[src/rtl/arith_pkg.sv]
// Shared arithmetic-unit definitions used by the sequential multiply-accumulate
// block and the combinational divider that sits beside it.
//   state_t      : controller states of the sequential arithmetic blocks
//   DEF_WIDTH    : default operand width (results are 2*DEF_WIDTH bits)
//   DEF_CNT_W    : bit-counter width for a DEF_WIDTH-step sequential operation
package arith_pkg;

  localparam int DEF_WIDTH = 32;
  localparam int DEF_CNT_W = $clog2(DEF_WIDTH);

  typedef enum logic [1:0] {
    IDLE = 2'd0,
    CALC = 2'd1,
    DONE = 2'd2
  } state_t;

endpackage

[src/rtl/mul_acc_seq.sv]
// Sequential unsigned multiply-accumulate: p = a*b + c, one multiplier bit
// per clock, LSB first. Feeding it a divider's (quotient, divisor, remainder)
// rebuilds the dividend.
//
// Ports:
//   clk, rst_n        rising-edge clock, asynchronous active-low reset
//   in_valid/in_ready operand handshake; in_ready is high only in IDLE
//   a, b, c           multiplicand, multiplier, addend (unsigned, WIDTH bits)
//   out_valid/out_ready result handshake; out_valid held until taken
//   p                 2*WIDTH-bit result, stable in DONE and after handoff
//   busy              high while an operation is in flight (CALC or DONE)
//   state_dbg         current controller state (arith_pkg::state_t encoding)
//
// Handshake: a transfer happens on a rising edge where valid and ready are
// both high. The producer holds valid and data until that edge; the consumer
// may drive ready at any time. in_ready and out_valid are never high together.
module mul_acc_seq
  import arith_pkg::*;
#(
  parameter int WIDTH = DEF_WIDTH
) (
  input  logic                 clk,
  input  logic                 rst_n,
  input  logic                 in_valid,
  output logic                 in_ready,
  input  logic [WIDTH-1:0]     a,
  input  logic [WIDTH-1:0]     b,
  input  logic [WIDTH-1:0]     c,
  output logic                 out_valid,
  input  logic                 out_ready,
  output logic [2*WIDTH-1:0]   p,
  output logic                 busy,
  output logic [1:0]           state_dbg
);

  localparam int              CNT_W    = (WIDTH > 1) ? $clog2(WIDTH) : 1;
  localparam logic [CNT_W-1:0] LAST_CNT = CNT_W'(WIDTH - 1);

  state_t               state;
  state_t               state_nxt;
  logic [2*WIDTH-1:0]   acc;
  logic [2*WIDTH-1:0]   acc_sum;
  // Multiplicand is pre-shifted each step instead of using a<<cnt, and the
  // multiplier is shifted right so bit 0 is always the current bit b[cnt].
  logic [2*WIDTH-1:0]   mcand;
  logic [WIDTH-1:0]     mplier;
  logic [CNT_W-1:0]     cnt;

  // State register
  always_ff @(posedge clk or negedge rst_n) begin
    if (!rst_n) begin
      state <= IDLE;
    end else begin
      state <= state_nxt;
    end
  end

  // Next-state logic
  always_comb begin
    state_nxt = state;
    case (state)
      IDLE:    if (in_valid)         state_nxt = CALC;
      CALC:    if (cnt == LAST_CNT)  state_nxt = DONE;
      DONE:    if (out_ready)        state_nxt = IDLE;
      default:                       state_nxt = IDLE;
    endcase
  end

  // Outputs decoded from state
  always_comb begin
    in_ready  = 1'b0;
    out_valid = 1'b0;
    busy      = 1'b1;
    state_dbg = state;
    case (state)
      IDLE: begin
        in_ready = 1'b1;
        busy     = 1'b0;
      end
      DONE:    out_valid = 1'b1;
      default: ;
    endcase
  end

  assign acc_sum = mplier[0] ? (acc + mcand) : acc;

  // Shift-add datapath
  always_ff @(posedge clk or negedge rst_n) begin
    if (!rst_n) begin
      acc    <= '0;
      mcand  <= '0;
      mplier <= '0;
      cnt    <= '0;
      p      <= '0;
    end else begin
      case (state)
        IDLE: begin
          if (in_valid) begin
            acc    <= {{WIDTH{1'b0}}, c};
            mcand  <= {{WIDTH{1'b0}}, a};
            mplier <= b;
            cnt    <= '0;
          end
        end
        CALC: begin
          acc    <= acc_sum;
          mcand  <= mcand << 1;
          mplier <= mplier >> 1;
          cnt    <= cnt + CNT_W'(1);
          if (cnt == LAST_CNT) begin
            p <= acc_sum;
          end
        end
        default: ;
      endcase
    end
  end

endmodule
[config.mk]
export PLATFORM = sky130hd
export DESIGN_NAME = mul_acc_seq
export DESIGN_NICKNAME = d
export VERILOG_FILES = /design/src/rtl/arith_pkg.sv /design/src/rtl/mul_acc_seq.sv
export SDC_FILE = /design/constraint.sdc
export NUM_CORES = 1
export LEC_CHECK = 0
export CAP_MARGIN = 20
export CORE_MARGIN = 2
export CORE_UTILIZATION = 50
export DETAILED_ROUTE_END_ITERATION = 8
export DONT_BUFFER_PORTS = 1
export PLACE_DENSITY = 0.63
export SETUP_SLACK_MARGIN = 0.1
export SLEW_MARGIN = 30
export SYNTH_ARGS = -nofsm -noshare
export SYNTH_HDL_FRONTEND = slang
export SYNTH_SLANG_ARGS = --single-unit
[constraint.sdc]
create_clock -name clk -period 5.6 [get_ports clk]
set_input_delay 0.28 -clock clk [delete_from_list [all_inputs] [get_ports clk]]
set_output_delay 0.28 -clock clk [all_outputs]
set_load 0.005 [all_outputs]
==> results of run 1 <==
[cells in the mapped netlist (4+ instances only)]
cell type	count	area (um2)
o31ai_1	6	45.0
o21ai_1	17	85.1
o21bai_1	15	113
dfrtp_1	231	5780
o21a_1	10	75.1
nor2_1	67	251
buf_1	15	56.3
o221ai_1	4	35.0
o21ai_0	155	776
o22ai_1	17	106
nand4_1	24	150
buf_2	20	100
ha_1	65	813
nand3_1	12	60.1
and2_1	4	25.0
nor4_1	4	25.0
xnor2_1	43	377
nor2b_1	7	43.8
and3_1	9	56.3
o22a_1	18	158
xor2_1	19	166
nor3_2	4	40.0
nor3_1	6	30.0
a31oi_1	8	50.1
clkbuf_1	76	285
nand2_1	186	698
or3_1	6	37.5
o211ai_1	11	82.6
a221o_1	5	50.1
a21o_1	31	233
a22oi_1	74	556
mux2i_1	41	410
inv_1	33	124
a21oi_1	137	686
a22o_1	63	552
[layout make-up]
cell class                 count  area (um2)
antenna                        4        10.0
clock buffer                  37         743
clock inverter                10         125
fill                        2425       11400
inverter                      33         124
multi-input combinational   1121        7310
sequential                   231        5790
tap                          341         427
timing repair buffer          94         930
[how the worst max path moves through the flow]
stage / from / end / slack [ns] / cells after the start
6_report: acc[0] / p[56] / 1.83 / 12
5_1_grt: mcand[0] / p[56] / 1.60 / 12
4_1_cts: acc[0] / p[48] / 1.95 / 12
3_5_place_dp: acc[0] / p[56] / 1.99 / 12
3_3_place_gp: acc[0] / p[60] / 2.09 / 12
2_1_floorplan: acc[0] / p[48] / 2.70 / 12
[cell families after synthesis]
family | Yosys count | share of synthesized area
AO/OA/AOI/OAI | 607 | 0.289
AND/OR/NAND/NOR | 345 | 0.113
flip-flops | 231 | 0.424
buffers and inverters | 147 | 0.0426
adder cells (fa/ha/maj) | 66 | 0.0611
XOR/XNOR | 62 | 0.0398
multiplexers | 41 | 0.0301
[worst max-delay path: stages, from the launching register on]
cell	delay, ns
dfrtp_1	0.39
ha_1	0.24
fa_1	0.41
a21oi_1	0.24
o221ai_2	0.19
nor3_2	0.30
o21ai_1	0.18
a211oi_1	0.81
o211ai_2	0.27
a21oi_1	0.23
xnor2_1	0.16
nand2_1	0.08
a21oi_1	0.17
[per-stage QoR]
stage,cell area (um2),setup WS [ns]
2_1_floorplan,13600,2.70
3_3_place_gp,13700,2.09
3_5_place_dp,13700,1.99
4_1_cts,15400,1.95
5_1_grt,15500,1.60
6_report,15500,1.83
[metal layers]
metal	wire, um	GRT usage	vias to the layer above
met4	980	0.0740	0
met3	2630	0.0545	65
met1	17600	0.387	5754
met5	0	0	-
met2	18100	0.451	369
li1	-	-	5550
[sequential cells by signal (all words and copies together) (netlist names)]
register	count
acc	64
cnt	5
mcand	64
mplier	32
p	64
state_dbg	2
[where the power goes]
| group | internal (mW) | total, mW | switching [mW] |
|---|---|---|---|
| Clock | 1.06 | 1.75 | 0.697 |
| Combinational | 1.86 | 4.78 | 2.92 |
| Sequential | 2.33 | 2.92 | 0.588 |
| Total | 5.25 | 9.45 | 4.20 |
==> metrics.md, run 1 <==
| Metric | Value |
|---|---|
| Worst r2r src | acc[0] |
| Post-Place Cells | 1739 |
| GR Overflow Total | 0 |
| Post-Syn Nets | 1665 |
| Maximum buffer depth of the clock tree | 3 |
| Failing checks | negative hold slack |
| Worst EP arrival | 4.22 ns |
| FMAX | 265 MHz |
| Die Footprint | 28600 um2 |
| Min Clock Period, post-route | 3.77 ns |
| Max Cap Violations | 0 |
| Final Hold Viols | 231 |
| Vias in the first global route | 11700 |
| Total GRT Usage | 0.279 |
| Root buf cell | clkbuf_16 |
| CP Capture Type | flop |
| Placer congestion estimate | 0.899 |
| RSZ-0062 raised after global routing | no |
| Worst VDD drop | 315 uV |
| # DRC | 0 |
| Die Y | 169 um |
| Area delta synth->final | 13.4% |
| Most common flop cell mapped by yosys | dfrtp_1 |
| Num Clock Sinks | 231 |
| CP Launch Type | flop |
| Setup Buffers After CTS | 0 |
| Non-filler cells, final | 1871 |
| EDFF count, synth | 0 |
| H-tree lvl count | 1 |
| Crit Path Category | flop to flop |
| Share of cells above drive strength 1 | 0.0544 |
| Worst-path clk slew | 0.06 ns |
| Cell area power density | 611 nW/um2 |
| CTS tree | built |
| Crit Path Max Fanout | 4 |
| Drt via density | 6.27 |
| Post-Syn Instances | 1499 |
| Drt total wl | 39.3 mm |
| P_leak | 6.81 nW |
| Most common cell after layout, fill and taps aside | dfrtp_1 |
| Initial DRC Count | 830 |
| Largest net degree at the start of global routing | 232 |
| Post-CTS Hold Buffers | 80 |
| Final HPWL DP | 26.3 mm |
| Row cnt | 60 |
| Worst relative slew slack | 0.381 |
| Clock Skew | 0.0147 ns |
| Worst Path Required | 6.05 ns |
| Synth unique cells | 70 |
| Final Cycle Share | 0.673 |
| Via count | 11700 |
| Avg Cell Area, Syn | 9.09 um2 |
| Most frequent cells in the layout | 228 x dfrtp_1, 184 x nand2_1, 155 x o21ai_0 |
| Clk_lat worst skew | 0.54 ns |
| Initial antenna violation count | 3 |
| DIE WIDTH | 169 um |
| Status | finished, violations left |
| Ys async rst share | 1.00 |
| Setup TNS | 0 ns |
| FF-to-FF path depth | 12 |
| DRT Pass-1 Iters | 5 |
| I/O pin total | 169 |
| Initial Util | 0.507 |
| First-pass GRT wire length | 64.4 mm |
| Register area share after synthesis | 0.424 |
| Post-Syn Area | 13600 um2 |
| Slew at the pin closest to its max-slew limit | 0.923 ns |
| Total power | 9.45 mW |
| CTS Buf Count | 26 |
| Max-slew violation count | 0 |
| Core ar. | 26900 um2 |
| Hold Path Class | primary input to asynchronous set/reset pin |
| Synth Warn # | 0 |
| Final setup violation count | 0 |
| Post-DR wirelength/cell | 21.0 um |
| Flops & latches, synth | 231 |
| R2r setup slk | 1.83 ns |
| Fin Hold WS | -0.553 ns |
| Final Core Density | 0.575 |
| Nets | 1673 |
| Antenna Nets Post-Route | 0 |
| IO Port Bufs | 0 |
| Resize count post-CTS | 0 |
| FF-to-FF End | p[56] |
Power figures use the tool's default switching activity.
==> run 2: changes to the inputs <==
PLACE_DENSITY = 0.66   (was 0.63)
clock period = 3.2 ns   (was 5.6 ns; I/O delays follow)
==> run 2 against run 1 <==
Net effect: the flow still finishes with violations (negative hold slack); sequential cell count unchanged; global-route usage about the same; first-iteration DRC count increased by 30%; wire length increased by 2.8%; via count increased by 4.4%; combinational power increased by 110%; maximum frequency increased by 24%; largest cell class unchanged; highest routed layer unchanged.
==> metrics.md, run 2 (same netlist as run 1, synthesis figures left out) <==
| Metric | Value |
|---|---|
| Via count | 12300 (+4.4%) |
| Final Hold Viols | 231 (unchanged) |
| Antenna Nets Post-Route | 0 (unchanged) |
| CP Launch Type | flop |
| CP startpoint | mcand[3] |
| WP depth | 12 (unchanged) |
| Total GRT Usage | 0.279 (-0.000493) |
| Drt via density | 6.14 (-2.1%) |
| Die Y | 169 um (unchanged) |
| CP Capture Type | flop |
| RSZ-0062 raised after global routing | yes |
| CP Buf/Inv Count | 1 (+1) |
| Crit-path cells | ha_4, o211ai_1, o211ai_1, a21boi_2, o211ai_1, buf_4, a31o_2, o21ai_4, nor2_1, a21oi_2, xnor2_1, a221o_1 |
| Final Cycle Share | 0.948 (+0.275) |
| Max Cap Violations | 0 (unchanged) |
| Clock Skew | 0.0112 ns (-0.00355 ns) |
| Crit Path Max Fanout | 4 (unchanged) |
| Largest stage delay on the critical path | 0.44 ns (-0.37 ns) |
| Area delta synth->final | 24.9% |
| Worst r2r src | mcand[3] |
| Clk_lat worst skew | 0.55 ns (about the same) |
| Slew at the pin closest to its max-slew limit | 0.864 ns (-0.0592 ns) |
| Final instance area | 17000 um2 (+10%) |
| Vias in the first global route | 12200 (+4.6%) |
| Cell area power density | 1080 nW/um2 (+76%) |
| H-tree lvl count | 1 (unchanged) |
| Crit path to | p[61] |
| Most common cell after layout, fill and taps aside | dfrtp_1 |
| Final setup violation count | 0 (unchanged) |
| Crit Path Category | flop to flop |
| Fin Hold WS | -0.682 ns (-0.128 ns) |
| CTS Buf Count | 25 (-3.8%) |
| Initial Util | 0.507 (unchanged) |
| I/O pin total | 169 (unchanged) |
| Root buf cell | clkbuf_16 |
| Worst Path Required | 3.62 ns (-2.43 ns) |
| Post-DR wirelength/cell | 20.2 um (-3.6%) |
| Drt total wl | 40.4 mm (+2.8%) |
| Worst relative slew slack | 0.424 (+0.0431) |
| Hold Path Class | primary input to asynchronous set/reset pin |
| Initial DRC Count | 1076 (+30%) |
| DRT Pass-1 Iters | 5 (unchanged) |
| Min Clock Period, post-route | 3.03 ns (-0.737 ns) |
| DIE WIDTH | 169 um (unchanged) |
| Worst EP arrival | 3.46 ns (-0.76 ns) |
| Initial antenna violation count | 2 (-1) |
| Die Footprint | 28600 um2 (unchanged) |
| # DRC | 0 (unchanged) |
| Area after DPL | 14300 um2 (+4.3%) |
| Final Core Density | 0.633 (+0.0582) |
| FMAX | 330 MHz (+24%) |
| # fillers | 2178 (-10%) |
| Num Clock Sinks | 231 (unchanged) |
| Post-CTS Hold Buffers | 117 (+46%) |
| Share of cells above drive strength 1 | 0.150 (+0.0951) |
| P_leak | 7.47 nW (+9.6%) |
| Biggest regs | acc x64, mcand x64, p x64 |
| Placer congestion estimate | 0.989 (+10%) |
| Worst-path clk slew | 0.06 ns (about the same) |
| IO Port Bufs | 0 (unchanged) |
| Row cnt | 60 (unchanged) |
| Largest net degree at the start of global routing | 232 (unchanged) |
| Final HPWL DP | 26.7 mm (+1.7%) |
| Core ar. | 26900 um2 (unchanged) |
| Crit path max-delay family | compound AO/OA/AOI/OAI gates |
| Status | finished, violations left |
| Worst path most repeated cell | o211ai_1 |
| Slowest cell on crit path | dfrtp_1 |
| Nets | 1801 (+7.7%) |
| R2r setup slk | 0.17 ns (-1.66 ns) |
| CTS tree | built |
| FF-to-FF path depth | 12 (unchanged) |
| First-pass GRT wire length | 64.7 mm (+0.56%) |
| Failing checks | negative hold slack |
| FF-to-FF End | p[61] |
| Max-slew violation count | 0 (unchanged) |
| Worst VDD drop | 605 uV (+92%) |
| Maximum buffer depth of the clock tree | 3 (unchanged) |
| GR Overflow Total | 0 (unchanged) |
| Most frequent cells in the layout | 228 x dfrtp_1, 183 x nand2_1, 142 x o21ai_0 |
[run 2: report_power, final]
part           switching [mW]  internal [mW]
Sequential               1.06           4.07
Clock                    1.26           1.83
Combinational            5.61           4.46
Total                    7.94           10.4
[run 2: final cells by class]
class | count | area, um2 | area share
timing repair buffer | 223 | 2020 | 0.119
antenna | 2 | 5.00 | 0.000294
tap | 341 | 427 | 0.0251
sequential | 231 | 5790 | 0.340
clock inverter | 16 | 206 | 0.0121
multi-input combinational | 1121 | 7780 | 0.457
inverter | 33 | 124 | 0.00728
clock buffer | 28 | 667 | 0.0392
[run 2: layer usage]
layer  wire [um]  vias to the layer above  track usage
li1            -                     5790            -
met1       17800                     5985        0.378
met2       19100                      400        0.463
met3        2480                       75       0.0493
met4         992                        0       0.0758
met5           0                        -            0
[run 2: how the worst min path moves through the flow]
stage / from / to / slack [ns] / cells after the start
floorplan: rst_n / acc[0] / -0.14 / 0
global placement: rst_n / p[39] / -0.12 / 0
detailed placement: rst_n / p[40] / -0.12 / 0
CTS: rst_n / p[39] / -0.70 / 0
global route: rst_n / mcand[38] / -0.71 / 0
finish: rst_n / mcand[40] / -0.68 / 0
[run 2: timing repair]
| action | CTS | global route |
|---|---|---|
| hold endpoints to repair | 328 | 231 |
| gates resized for setup | 14 | 87 |
| pin swaps | 6 | 35 |
| endpoints found under the setup margin | 25 | 52 |
| setup buffers | 1 | 18 |
[run 2: through the flow]
stage / instances / power, mW / hold slack (ns) / TNS, ns / worst slack [ns]
detailed placement: 1813 / 14.1 / -0.124 / -0.121 / -0.0960
global route: 1995 / 19.6 / -0.708 / 0 / 0.0682
floorplan: 1499 / 11.2 / -0.136 / 0 / 0.299
CTS: 1975 / 17.5 / -0.699 / 0 / 0.0738
global placement: 1813 / 13.9 / -0.124 / 0 / 0.000592
finish: 1995 / 18.3 / -0.682 / 0 / 0.167
==> run 3: changes to the inputs <==
PLACE_DENSITY = 0.63   (was 0.66)
clock period = 3.3 ns   (was 3.2 ns; I/O delays follow)
==> run 3 against run 2 <==
Net effect: the run still ends with negative hold slack left; maximum frequency decreased by 1.6%; worst hold slack improved by 0.0084 ns; register-to-register slack better by 0.05 ns; worst setup slack improved by 0.051 ns; design area decreased by 3.4%; via count fell by 1.6%; combinational power decreased by 9.9%; critical endpoint is now p[57]; largest power group unchanged.
==> metrics.md, run 3 (same netlist as run 1, synthesis figures left out) <==
| Metric | Value |
|---|---|
| Worst path most repeated cell | buf_4 |
| Largest stage delay on the critical path | 0.41 ns (-0.03 ns) |
| GR Overflow Total | 0 (unchanged) |
| Nets | 1760 (-2.3%) |
| Drt via density | 6.17 (+0.40%) |
| Die Footprint | 28600 um2 (unchanged) |
| Final Hold Viols | 231 (unchanged) |
| IO Port Bufs | 0 (unchanged) |
| Most frequent cells in the layout | 228 x dfrtp_1, 185 x nand2_1, 147 x o21ai_0 |
| Core ar. | 26900 um2 (unchanged) |
| Final instance area | 16400 um2 (-3.4%) |
| Post-DR wirelength/cell | 20.7 um (+2.3%) |
| Clk_lat worst skew | 0.54 ns (about the same) |
| Root buf cell | clkbuf_16 |
| Maximum buffer depth of the clock tree | 3 (unchanged) |
| Max Cap Violations | 0 (unchanged) |
| Crit Path Category | flop to flop |
| Worst-path clk slew | 0.06 ns (about the same) |
| CP Launch Type | flop |
| Final Core Density | 0.612 (-0.0213) |
| Most common cell after layout, fill and taps aside | dfrtp_1 |
| Biggest regs | acc x64, mcand x64, p x64 |
| Via count | 12100 (-1.6%) |
| CP Capture Type | flop |
| Crit path to | p[57] |
| DIE WIDTH | 169 um (unchanged) |
| Placer congestion estimate | 0.936 (-5.4%) |
| Antenna Nets Post-Route | 0 (unchanged) |
| FF-to-FF path depth | 12 (unchanged) |
| GR Layer Usage met2 | 0.470 (+0.00731) |
| Final HPWL DP | 27.3 mm (+2.1%) |
| Slew at the pin closest to its max-slew limit | 0.851 ns (-0.0129 ns) |
| Busiest grt layer | met2 |
| FF-to-FF End | p[57] |
| First-pass GRT wire length | 65.5 mm (+1.2%) |
| Min Clock Period, post-route | 3.08 ns (+0.0493 ns) |
| RSZ-0062 raised after global routing | yes |
| DRT Pass-1 Iters | 6 (+1) |
| Worst relative slew slack | 0.433 (+0.00861) |
| H-tree lvl count | 1 (unchanged) |
| Post-CTS Hold Buffers | 117 (unchanged) |
| Worst EP arrival | 3.50 ns (+0.04 ns) |
| Vias in the first global route | 12200 (-0.24%) |
| Final Cycle Share | 0.934 (-0.0138) |
| Initial DRC Count | 867 (-19%) |
| Area after DPL | 14100 um2 (-1.4%) |
| CTS Buf Count | 25 (unchanged) |
| Hold Path Class | primary input to asynchronous set/reset pin |
| Share of cells above drive strength 1 | 0.103 (-0.0463) |
| Num Clock Sinks | 231 (unchanged) |
| # fillers | 2250 (+3.3%) |
| R2r setup slk | 0.22 ns (+0.05 ns) |
| Fin Hold WS | -0.673 ns (+0.00844 ns) |
| Initial Util | 0.507 (unchanged) |
| Status | finished, violations left |
| Die Y | 169 um (unchanged) |
| # DRC | 0 (unchanged) |
| FMAX | 324 MHz (-1.6%) |
| CTS tree | built |
| Crit Path Max Fanout | 5 (+1) |
| Met3 usage | 0.0442 (-0.00514) |
| Initial antenna violation count | 5 (+3) |
| Worst VDD drop | 556 uV (-8.1%) |
| Max-slew violation count | 0 (unchanged) |
| Largest net degree at the start of global routing | 232 (unchanged) |
| Drt total wl | 40.5 mm (+0.23%) |
| P_leak | 7.20 nW (-3.6%) |
| Crit-path cells | ha_2, nand4_1, buf_4, or3_1, o211ai_1, buf_4, a31o_2, o21ai_4, nor3_1, nor3_2, xnor2_1, a221o_1 |
| Area delta synth->final | 20.7% |
| Slowest cell on crit path | dfrtp_1 |
| Final setup violation count | 0 (unchanged) |
| Worst r2r src | mcand[12] |
| Clock Skew | 0.0115 ns (+0.000302 ns) |
| Total GRT Usage | 0.283 (+0.00452) |
| I/O pin total | 169 (unchanged) |
| Failing checks | negative hold slack |
| Row cnt | 60 (unchanged) |
| CP startpoint | mcand[12] |
| Met1 Resource Use GR | 0.389 (+0.0111) |
| Cell area power density | 1030 nW/um2 (-4.4%) |
| Worst Path Required | 3.72 ns (+0.10 ns) |
run 3: changes by cell type in the layout (fill, tap and decap cells not counted), moves of 7 or more:
cell / previous run / this run
a21oi_1: 120 / 129
a21oi_2: 18 / 8
buf_4: 100 / 62
clkbuf_1: 0 / 7
ha_1: 46 / 55
run 3: worst min-delay path by stage:
stage,to,slack (ns),depth (start not counted)
floorplan,acc[0],-0.13,0
global placement,p[37],-0.12,0
detailed placement,p[40],-0.12,0
CTS,mcand[27],-0.69,0
global route,p[37],-0.69,0
finish,mcand[48],-0.67,0
run 3: final cells by class:
class | instances | area, um2 | share of cell area
multi-input combinational | 1121 | 7620 | 0.463
sequential | 231 | 5790 | 0.352
timing repair buffer | 182 | 1700 | 0.103
clock buffer | 35 | 693 | 0.0421
tap | 341 | 427 | 0.0259
inverter | 33 | 124 | 0.00753
clock inverter | 7 | 91.3 | 0.00555
antenna | 5 | 12.5 | 0.000761
run 3: routing by layer:
layer  wire, um  part of all wire  vias up
li1           -                 -     5698
met1      18000              0.44     5923
met2      19300              0.48      370
met3       2300             0.057       62
met4        847             0.021        0
met5          0                 0        -
run 3: timing repair:
item,4_1_cts,5_1_grt
endpoints found under the hold margin,328,231
resized for setup,2,56
setup endpoints to repair,16,53
pin swaps,2,14
setup buffers,2,1
run 3: through the flow:
stage	cells	setup slack, ns	power (mW)	setup TNS [ns]
floorplan	1499	0.399	10.8	0
detailed placement	1788	-0.00243	13.4	-0.00243
CTS	1949	0.109	16.5	0
finish	1955	0.218	16.9	0
global route	1953	0.0678	18.2	0
global placement	1788	0.0883	13.3	0
run 3: power breakdown:
group,switching [mW],leakage (nW),total [mW],internal (mW)
Combinational,5.22,3.79,9.10,3.89
Clock,1.14,0.383,2.75,1.61
Sequential,1.10,3.03,5.05,3.95
Total,7.46,7.20,16.9,9.45
run 3: worst max-delay path: cells and delay by family, from the launching register on:
| kind | cells | cell delay [ns] |
|---|---|---|
| simple gates | 4 | 0.82 |
| fa+ha+maj | 1 | 0.39 |
| flops | 1 | 0.41 |
| buf+inv | 2 | 0.36 |
| compound gates | 4 | 0.82 |
| xor+xnor | 1 | 0.17 |
